--- src/rtl/regfile_scan_reader.sv ---
// Sequential register-file scanner: on Start it walks registers 0..NUM_REGS-1
// through one combinational read port. Each value is captured in a FETCH cycle
// and then offered on a valid/ready stream during PRESENT.
module regfile_scan_reader #(
    parameter int DATA_WIDTH = 18,
    parameter int ADDR_WIDTH = 4,
    parameter int NUM_REGS   = 16
) (
    input  logic                  Clock,
    input  logic                  Clear,
    input  logic                  Start,
    input  logic                  Abort,
    output logic [ADDR_WIDTH-1:0] ReadSelect,
    input  logic [DATA_WIDTH-1:0] ReadData,
    output logic [DATA_WIDTH-1:0] OutData,
    output logic [ADDR_WIDTH-1:0] OutIndex,
    output logic                  OutValid,
    input  logic                  OutReady,
    output logic                  OutLast,
    output logic                  Busy,
    output logic                  Done
);

    // Terminal index; the scan stops here rather than relying on wrap-around,
    // so NUM_REGS == 2**ADDR_WIDTH cannot emit a phantom extra word.
    localparam logic [ADDR_WIDTH-1:0] LAST_INDEX = ADDR_WIDTH'(NUM_REGS - 1);

    typedef enum logic [1:0] {
        StIdle,
        StFetch,
        StPresent,
        StDone
    } state_t;

    state_t                  state;
    state_t                  stateNext;
    logic [ADDR_WIDTH-1:0]   scanIndex;
    logic                    startScan;
    logic                    loadWord;
    logic                    advance;
    logic                    finishScan;
    logic                    abortScan;

    // The index is zero whenever the scanner is not walking, so the read port
    // rests at register 0 in IDLE without extra muxing.
    assign ReadSelect = scanIndex;

    // State register.
    always_ff @(posedge Clock) begin
        if (Clear) begin
            state <= StIdle;
        end else begin
            state <= stateNext;
        end
    end

    // Next-state decode plus one-hot strobes for the datapath; Abort outranks OutReady.
    always_comb begin
        stateNext  = state;
        startScan  = 1'b0;
        loadWord   = 1'b0;
        advance    = 1'b0;
        finishScan = 1'b0;
        abortScan  = 1'b0;
        case (state)
            StIdle: begin
                if (Start) begin
                    stateNext = StFetch;
                    startScan = 1'b1;
                end
            end
            StFetch: begin
                if (Abort) begin
                    stateNext = StIdle;
                    abortScan = 1'b1;
                end else begin
                    stateNext = StPresent;
                    loadWord  = 1'b1;
                end
            end
            StPresent: begin
                if (Abort) begin
                    stateNext = StIdle;
                    abortScan = 1'b1;
                end else if (OutReady) begin
                    if (scanIndex == LAST_INDEX) begin
                        stateNext  = StDone;
                        finishScan = 1'b1;
                    end else begin
                        stateNext = StFetch;
                        advance   = 1'b1;
                    end
                end
            end
            StDone: begin
                stateNext = StIdle;
            end
            default: begin
                stateNext = StIdle;
            end
        endcase
    end

    // Scan index: cleared at every scan boundary, bumped once per accepted word.
    always_ff @(posedge Clock) begin
        if (Clear) begin
            scanIndex <= '0;
        end else if (startScan || abortScan || finishScan) begin
            scanIndex <= '0;
        end else if (advance) begin
            scanIndex <= scanIndex + 1'b1;
        end
    end

    // Status flags are registered from the next state, so OutReady never reaches OutValid combinationally.
    always_ff @(posedge Clock) begin
        if (Clear) begin
            OutValid <= 1'b0;
            Busy     <= 1'b0;
            Done     <= 1'b0;
        end else begin
            OutValid <= (stateNext == StPresent);
            Busy     <= (stateNext != StIdle);
            Done     <= (stateNext == StDone);
        end
    end

    // Output word: snapshot of the register file at the FETCH edge, held until accepted.
    always_ff @(posedge Clock) begin
        if (Clear) begin
            OutData  <= '0;
            OutIndex <= '0;
            OutLast  <= 1'b0;
        end else if (loadWord) begin
            OutData  <= ReadData;
            OutIndex <= scanIndex;
            OutLast  <= (scanIndex == LAST_INDEX);
        end else if (abortScan || finishScan) begin
            OutLast  <= 1'b0;
        end
    end

endmodule
--- config.mk ---
export PLATFORM = sky130hd
export DESIGN_NAME = regfile_scan_reader
export DESIGN_NICKNAME = d
export VERILOG_FILES = /design/src/rtl/regfile_scan_reader.sv
export SDC_FILE = /design/constraint.sdc
export NUM_CORES = 1
export LEC_CHECK = 0
export CAP_MARGIN = 40
export CORE_MARGIN = 4
export CORE_UTILIZATION = 40
export CTS_BUF_LIST = sky130_fd_sc_hd__clkbuf_4 sky130_fd_sc_hd__clkbuf_8
export DETAILED_ROUTE_END_ITERATION = 10
export MAX_ROUTING_LAYER = met4
export PLACE_DENSITY = 0.78
export SYNTH_ARGS = -nofsm -noshare
export SYNTH_HDL_FRONTEND = slang
export SYNTH_SLANG_ARGS = --single-unit
--- constraint.sdc ---
create_clock -name Clock -period 1.6 [get_ports Clock]
set_input_delay 0.48 -clock Clock [delete_from_list [all_inputs] [get_ports Clock]]
set_output_delay 0.48 -clock Clock [all_outputs]
set_load 0.005 [all_outputs]
==> qor.yml, run 1 <==
final_layout_size_suffix_gt1_share_pct: 24.5
grt_max_degree: 15
place_ws_ps: -271
finalSetupViolCount: 0
htreeDepth: 2
clk_pin_slew_ps: 90
min_period_ps: 1540
cts_buffers: 5
netlist_area_sq_mm: 0.00130
path_class: "input pin to flip-flop"
maxCapViolations: 0
critPathSlowestCell: "clkdlybuf4s50_1"
num_antenna_cells: 0
ctsHoldBuffers: 0
drtIter0Drc: 71
viasPerCell: 4.93
power.density_mw_per_mm2: 802
final_antenna_net_count: 0
post-route-period-util_pct: 96.4
clockBufferDepth: 2
hold_viol_final: 0
fp.coreArea_sq_mm: 0.00308
timing.final.ws_setup_ps: 57.4
hold_ws_ps: 454
reg2reg_depth: 5
die_w_microns: 65.1
wirelength_microns: 3490
insertion_delay_ps: 330
p_leak_nw: 0.868
layout_commonest_cell: "nand2_1"
start_util_pct: 42.3
grt_pass1_wl_microns: 5460
r2r_end: "ReadSelect[0]"
ioPinCount: 53
place_congestion: 0.870
cp_common_cell: "buf_4"
avgSynthCellArea_sq_um: 8.51
drt_first_pass_iters: 4
synth.distinct_cells: 29
overflow: 0
final_nets: 247
cts.sinks: 32
cts_tree: "done"
rsz0062_at_grt: "no"
worstSetupEndpointType: "flip-flop"
finalNonFillerCells: 264
required_ps: 1840
most-common-layout-cells: "nand2_1 (50), dlygate4sd2_1 (30), a21oi_1 (29)"
worst_pin_slew_ps: 292
grt_usage_pct: 17.3
rrSetupSlack_ps: 80
dp_hpwl_microns: 2550
vias: 1302
peakVddDrop_mv: 0.536
root_buffer: "clkbuf_4"
synth_flop_cell: "dfxtp_1"
min_from: "OutData[2]"
synth_warnings: 0
drc: 0
synthCells: 153
whs_endpoint: "OutData[2]"
syn-num-nets: 181
hold_class: "flip-flop to flip-flop"
final_max_slew_viol_count: 0
die_h_microns: 65.1
yosysSeqAreaShare_pct: 49.2
crit_path_max_fanout: 14
fmax_mhz: 648
cpPeakStageDelay_ps: 520
slew-limit-headroom_pct: 80.5
ys_seq_elements: 32
dpl.cell_count: 254
worst-endpoint-arrival_ps: 1790
min_path_cells: 2
grt_antenna_before_repair: 0
wire_per_inst_microns: 13.2
synthArstFlopShare_pct: 0
cp-start-kind: "input pin"
rows: 20
io_buffers: 52
power_mw: 1.62
first_global_vias: 1298
path_cells: "clkdlybuf4s50_1 > buf_4 > nor2b_2 > buf_4 > nand2_1 > a21oi_1"
status: "finished clean"
area_delta_synth_final_pct: 55.2
synth_edf_count: 0
dieArea_sq_mm: 0.00423
rr_startpoint: "ReadSelect[0]"
skew_ps: 11.4
[how the worst max path moves through the flow]
stage / from / to / slack [ps]
after floorplan: state[0] / Busy / 130
after global placement: OutReady / Busy / -160
after detailed placement: OutReady / Busy / -270
after CTS: state[0] / Busy / 10
after global routing: ReadSelect[1] / ReadSelect[0] / 6
final: Abort / OutData[11] / 60
[what timing repair did]
action | in CTS | in global routing
resized for setup | 52 | 5
buffers inserted | 2 | 0
hold endpoints to repair | 0 | 0
setup endpoints to repair | 33 | 5
pin swaps | 1 | 1
[power breakdown]
part	total, mW	leakage, nW	switching [mW]	internal, mW
logic	0.270	0.559	0.125	0.145
registers	0.843	0.270	0.0156	0.827
clock network	0.509	0.0394	0.258	0.251
[Yosys cell counts (2+ instances only)]
library cell   n  area (sq um)
nor2b_1        3          18.8
nand4b_1       2          17.5
clkbuf_1       2          7.51
dfxtp_1       32           641
ha_1           5          62.6
a211oi_2       2          25.0
a21oi_1       29           145
buf_6          2          22.5
nor2_1         2          7.51
inv_1          2          7.51
or3_1          2          12.5
buf_2          4          20.0
nand2_1       50           188
[registers in the layout (all words and copies together) (netlist names)]
register,count
OutData,18
state,2
OutLast,1
Done,1
OutIndex,4
ReadSelect,4
OutValid,1
Busy,1
[kinds of logic after synthesis]
| family | Yosys count | share of synthesized area [%] |
|---|---|---|
| mux | 1 | 0.864 |
| fa+ha+maj | 5 | 4.80 |
| xor+xnor | 1 | 0.673 |
| flops | 32 | 49.2 |
| simple gates | 66 | 22.8 |
| compound gates | 38 | 17.3 |
| buf+inv | 10 | 4.42 |
[metrics by stage]
stage                     utilization, %  TNS (ps)  cell area (sq um)
after CTS                           65.0         0               2000
after global placement              62.6     -4400               1930
after floorplan                        -         0               1300
final                               65.7         0               2020
after global routing                65.7         0               2020
after detailed placement            62.6     -5560               1930
[metal layers]
| layer | GRT usage [%] | wire (microns) | vias to the layer above |
|---|---|---|---|
| met2 | 29.6 | 1700 | 51 |
| met4 | 10.6 | 102 | 0 |
| li1 | - | - | 652 |
| met1 | 17.7 | 1470 | 590 |
| met3 | 4.33 | 222 | 9 |
| met5 | - | 0 | - |
[final cells by class]
cell class / instances / area (sq um)
Clock buffer: 8 / 66.3
Fill cell: 272 / 1060
Inverter: 2 / 7.51
Multi-Input combinational cell: 111 / 626
Sequential cell: 32 / 672
Tap cell: 44 / 55.1
Timing Repair Buffer: 67 / 596
[critical path, delay by kind of cell]
family / cells / cell delay [ps]
compound gates: 1 / 160
buf+inv: 3 / 940
simple gates: 2 / 210
Power figures use the tool's default switching activity.
==> inputs of run 2 (changes only) <==
- ABC_AREA: not set -> 0
==> results of run 2 <==
Same layout as run 1: the final DEF is identical, and so are final timing and power.
